### config.mk
export PLATFORM = sky130hd
export DESIGN_NAME = fetch_ctrl
export DESIGN_NICKNAME = d
export VERILOG_FILES = /design/src/rtl/fetch_pkg.sv /design/src/rtl/fetch_buf.sv /design/src/rtl/fetch_ctrl.sv
export SDC_FILE = /design/constraint.sdc
export NUM_CORES = 1
export LEC_CHECK = 0
export CAP_MARGIN = 30
export CORE_MARGIN = 2
export CORE_UTILIZATION = 43
export CTS_CLUSTER_SIZE = 25
export DETAILED_ROUTE_END_ITERATION = 6
export PLACE_DENSITY = 0.89
export SLEW_MARGIN = 15
export SYNTH_ARGS = -nofsm -noshare
export SYNTH_HDL_FRONTEND = slang
export SYNTH_SLANG_ARGS = --single-unit
### constraint.sdc
create_clock -name i_clk -period 2.64 [get_ports i_clk]
set_clock_uncertainty 0.1 [all_clocks]
set_input_delay 0.264 -clock i_clk [delete_from_list [all_inputs] [get_ports i_clk]]
set_output_delay 0.264 -clock i_clk [all_outputs]
set_load 0.03 [all_outputs]
### src/rtl/fetch_pkg.sv
// Shared widths and FSM state encoding for the instruction-fetch stage.
package fetch_pkg;

    localparam int unsigned ADDR_W  = 16;
    localparam int unsigned INSTR_W = 16;

    typedef enum logic [2:0] {
        StBoot,
        StFetch,
        StValid,
        StDrain,
        StHalted
    } fetch_state_t;

endpackage

### src/rtl/fetch_buf.sv
// One-entry holding register for a fetched instruction and its address.
module fetch_buf
    import fetch_pkg::*;
(
    input  logic               i_clk,
    input  logic               i_rst,
    input  logic               i_load,
    input  logic               i_consume,
    input  logic               i_flush,
    input  logic [INSTR_W-1:0] i_instr,
    input  logic [ADDR_W-1:0]  i_pc,
    output logic               o_valid,
    output logic [INSTR_W-1:0] o_instr,
    output logic [ADDR_W-1:0]  o_pc
);

    logic               r_valid;
    logic [INSTR_W-1:0] r_instr;
    logic [ADDR_W-1:0]  r_pc;

    always_ff @(posedge i_clk) begin
        if (i_rst) begin
            r_valid <= 1'b0;
            r_instr <= '0;
            r_pc    <= '0;
        end else if (i_load) begin
            r_valid <= 1'b1;
            r_instr <= i_instr;
            r_pc    <= i_pc;
        end else if (i_consume || i_flush) begin
            r_valid <= 1'b0;
        end
    end

    assign o_valid = r_valid;
    assign o_instr = r_instr;
    assign o_pc    = r_pc;

endmodule

### src/rtl/fetch_ctrl.sv
// Fetch sequencer: drives PC load/increment, the imem req/ack handshake,
// and redirect handling in front of a one-entry instruction buffer.
module fetch_ctrl
    import fetch_pkg::*;
#(
    parameter logic [ADDR_W-1:0] RESET_VECTOR = 16'h0000
) (
    input  logic               i_clk,
    input  logic               i_rst,
    input  logic [ADDR_W-1:0]  i_pc,
    output logic               o_load_pc,
    output logic [ADDR_W-1:0]  o_pc_in,
    output logic               o_pc_inc,
    output logic               o_imem_req,
    output logic [ADDR_W-1:0]  o_imem_addr,
    input  logic               i_imem_ack,
    input  logic [INSTR_W-1:0] i_imem_rdata,
    output logic               o_instr_valid,
    output logic [INSTR_W-1:0] o_instr,
    output logic [ADDR_W-1:0]  o_instr_pc,
    input  logic               i_instr_ready,
    input  logic               i_redirect_valid,
    input  logic [ADDR_W-1:0]  i_redirect_pc,
    input  logic               i_halt
);

    fetch_state_t      r_state;
    fetch_state_t      w_state_d;
    logic              r_in_reset;
    logic [ADDR_W-1:0] r_req_addr;
    logic              w_redirect;
    logic              w_buf_load;
    logic              w_buf_consume;
    logic              w_buf_flush;

    // r_in_reset keeps BOOT quiet while rst is held, so the boot pulse lands
    // in the first cycle after reset is released.
    always_ff @(posedge i_clk) begin
        if (i_rst) begin
            r_state    <= StBoot;
            r_in_reset <= 1'b1;
        end else begin
            r_state    <= w_state_d;
            r_in_reset <= 1'b0;
        end
    end

    always_ff @(posedge i_clk) begin
        if (i_rst) begin
            r_req_addr <= '0;
        end else if (r_state == StFetch) begin
            r_req_addr <= i_pc;
        end
    end

    assign w_redirect = i_redirect_valid && (r_state != StBoot);

    always_comb begin
        w_state_d = r_state;
        unique case (r_state)
            StBoot:   w_state_d = r_in_reset ? StBoot : StFetch;
            StFetch: begin
                if (w_redirect) begin
                    w_state_d = i_imem_ack ? StFetch : StDrain;
                end else if (i_imem_ack) begin
                    w_state_d = StValid;
                end
            end
            StValid: begin
                if (w_redirect) begin
                    w_state_d = StFetch;
                end else if (i_instr_ready) begin
                    w_state_d = i_halt ? StHalted : StFetch;
                end
            end
            StDrain: begin
                if (i_imem_ack) begin
                    w_state_d = i_halt ? StHalted : StFetch;
                end
            end
            StHalted: begin
                if (!i_halt) begin
                    w_state_d = StFetch;
                end
            end
            default:  w_state_d = StBoot;
        endcase
    end

    always_comb begin
        o_load_pc     = 1'b0;
        o_pc_in       = '0;
        o_pc_inc      = 1'b0;
        o_imem_req    = 1'b0;
        o_imem_addr   = '0;
        w_buf_load    = 1'b0;
        w_buf_consume = 1'b0;
        w_buf_flush   = 1'b0;
        if (w_redirect) begin
            o_load_pc = 1'b1;
            o_pc_in   = i_redirect_pc;
        end
        unique case (r_state)
            StBoot: begin
                o_load_pc = !r_in_reset;
                o_pc_in   = r_in_reset ? '0 : RESET_VECTOR;
            end
            StFetch: begin
                o_imem_req  = 1'b1;
                o_imem_addr = i_pc;
                if (i_imem_ack && !w_redirect) begin
                    w_buf_load = 1'b1;
                    o_pc_inc   = 1'b1;
                end
            end
            StValid: begin
                w_buf_flush   = w_redirect;
                w_buf_consume = i_instr_ready && !w_redirect;
            end
            StDrain: begin
                o_imem_req  = 1'b1;
                o_imem_addr = r_req_addr;
            end
            StHalted: begin
            end
            default: begin
            end
        endcase
    end

    fetch_buf u_fetch_buf (
        .i_clk     (i_clk),
        .i_rst     (i_rst),
        .i_load    (w_buf_load),
        .i_consume (w_buf_consume),
        .i_flush   (w_buf_flush),
        .i_instr   (i_imem_rdata),
        .i_pc      (i_pc),
        .o_valid   (o_instr_valid),
        .o_instr   (o_instr),
        .o_pc      (o_instr_pc)
    );

endmodule

==> results.cfg <==
[global_route]
grt_usage_pct = 20.81
grt_pass1_wl_um = 10430
antenna_found_initial = 0
grt_pass1_vias = 2295
grt_max_degree = 34
overflow = 0

[yosys]
synth-edff-count = 0
synth-compound-area-share_pct = 15.38
synth_fa_ha_area_share_pct = 0
syn_inst = 306
ys.flop_type = dfxtp_1
synth_mux_area_share_pct = 6.653
synth_cell_types = 30
synth_seq_cells = 53
synth_xor_area_share_pct = 0
synthSimpleGateAreaFrac_pct = 27.13
synth_top_family_by_area = simple AND/OR/NAND/NOR gates
syn_area_um2 = 2407
yosysWarnings = 0
async_flop_share_pct = 0
synth_nets = 360
avgSynthCellArea_um2 = 7.867
seq_area_frac_synth_pct = 44.07

[clocking]
numCtsBuffers = 5
htreeDepth = 2
cts_tree = yes
clock_latency_ps = 300
post-cts-setup-buffer-count = 0
clk_root_buffer_cell = clkbuf_8
cts_hold_buffers = 0
cts_resized = 0
cts_buffer_depth = 2
cts_sinks = 53
clk_pin_slew_ps = 90

[placed_design]
dp_hpwl_um = 4525
postPlaceCellArea_um2 = 3593
portBuffers = 121
gp_congestion = 0.7441

[final_layout]
area_delta_synth_final_pct = 53.33
final_nets = 472
drive_gt1_share_pct = 13.60
antennaDiodeCount = 0
design_area_um2 = 3691

[timing]
clock.fmax_mhz = 394.1
hold-worst-slack_ps = 260.7
relSlewSlack_pct = 69.43
setup-tns-final_ps = 0
finalSetupViolCount = 0
hold_viol = 0
finalCritPeriodShare_pct = 96.11
slew_viol_final = 0
rsz0062_at_grt = false
min_period_ps = 2537
tightest_slew_ps = 458.6

[pwr]
ir_drop_v = 0.0003927
power_per_cell_area_nw_per_um2 = 501.2
leakagePower_nw = 1.329

[routing]
wl_met3_um = 286
wl_um = 6299
vias_per_cell = 4.864
drt-wirelength-per-cell_um = 12.83
met1Wirelength_um = 2696
route.detailed.drc = 0
highest_layer = met4
drtPass1Iterations = 4
via_count = 2388
drt-initial-drc-count = 140
ant_nets = 0
wl_met2_um = 3284

[floorplan]
ioPinCount = 122
floorplan.initialDensity_pct = 43.99
die_width_um = 78.82
coreArea_um2 = 5473
dieHeight_um = 78.82
rows = 27
die_area_um2 = 6213

[setup_path]
worstSetupPathType = reg2out
cp-end-kind = output pin
cp-start-kind = register
slowest_stage = clkdlybuf4s50_1
required_ps = 2280
critPathTopFamily = buffers and inverters
critPathBufInv = 2
slowest_delay_ps = 650
cp.arrival_ps = 2170
worstPathCellList = or3b_1 > or2_1 > clkinv_4 > clkdlybuf4s50_1
path_max_fanout = 10
r2r_slack_ps = 640

[worst_hold_path]
hp-class = in2reg

[run_status]
status = completed

[flow_run]
max_cap_viol_count = 0
## metal layers
layer / GRT usage, % / vias to the layer above
met5: 0 / -
met4: 5.690 / 0
met3: 4.773 / 4
met2: 38.03 / 58
met1: 24.39 / 1111
li1: - / 1215
## area by class of cell
type | instances | area, µm²
Timing Repair Buffer | 129 | 1246
Multi-Input combinational cell | 225 | 1184
Inverter | 4 | 20.02
Sequential cell | 53 | 1061
Tap cell | 72 | 90.09
Fill cell | 457 | 1782
Clock inverter | 3 | 21.27
Clock buffer | 5 | 68.82
## stage by stage
| stage | instances | power [W] | utilization [%] | setup WS, ps |
|---|---|---|---|---|
| after floorplan | 306 | 0.001177 | - | 610.5 |
| after global placement | 482 | 0.001403 | 65.66 | 374.1 |
| after detailed placement | 482 | 0.001413 | 65.66 | 331.8 |
| after CTS | 490 | 0.001866 | 67.31 | 84.97 |
| after global routing | 491 | 0.001949 | 67.44 | 8.453 |
| final | 491 | 0.001850 | 67.44 | 102.7 |
## path summary, 6_finish.rpt
kind | start | to | cells past startpoint
max reg2reg | r_state[0]$_SDFFE_PP0P_ | u_fetch_buf.o_instr[10]$_SDFFE_PP0P_ | 6
max | r_state[0]$_SDFFE_PP0P_ | o_pc_inc | 4
min reg2reg | r_req_addr[8]$_SDFFE_PP0N_ | r_req_addr[8]$_SDFFE_PP0N_ | 2
min | i_rst | r_req_addr[0]$_SDFFE_PP0N_ | 2
## cells by family (layout without fill, tap and decap cells)
group | Yosys count | after routing
AND/OR/NAND/NOR | 147 | 147
AO/OA/AOI/OAI | 62 | 62
flip-flops | 53 | 53
buffers and inverters | 28 | 141
multiplexers | 16 | 16
## flip-flops by register name, indices dropped and copies added, names as in the netlist
signal               cells
r_req_addr              16
u_fetch_buf.o_instr     16
u_fetch_buf.o_pc        16
r_state                  3
r_in_reset               1
u_fetch_buf.o_valid      1
## power breakdown
group / internal [W] / total (W) / switching (W)
registers: 0.000840 / 0.000863 / 0.0000234
logic: 0.000240 / 0.000532 / 0.000292
clock network: 0.000189 / 0.000455 / 0.000267
## placed cells by master (no fill, tap or decap), drive strengths merged, types with 2 or more instances in the layout
cell type	count
a21oi	51
and2	16
buf	27
clkbuf	5
clkdlybuf4s50	102
clkinv	2
dfxtp	53
inv	4
mux2i	16
nand2	97
nand2b	7
nor2	21
o21ai	4
o31a	2
## cells in the mapped netlist, types with 2 or more instances
library cell	number	area share, %
clkbuf_1	10	1.6
nand2_2	10	2.6
buf_1	2	0.31
o21ai_0	4	0.83
buf_2	6	1.2
nor2_1	21	3.3
a21oi_1	41	8.5
inv_1	3	0.47
nand2b_1	7	1.8
o31a_1	2	0.73
nand2_1	87	14
a21oi_2	10	3.6
dfxtp_1	53	44
mux2i_1	16	6.7
buf_6	4	1.9
and2_1	16	4.2
Power figures use the tool's default switching activity.
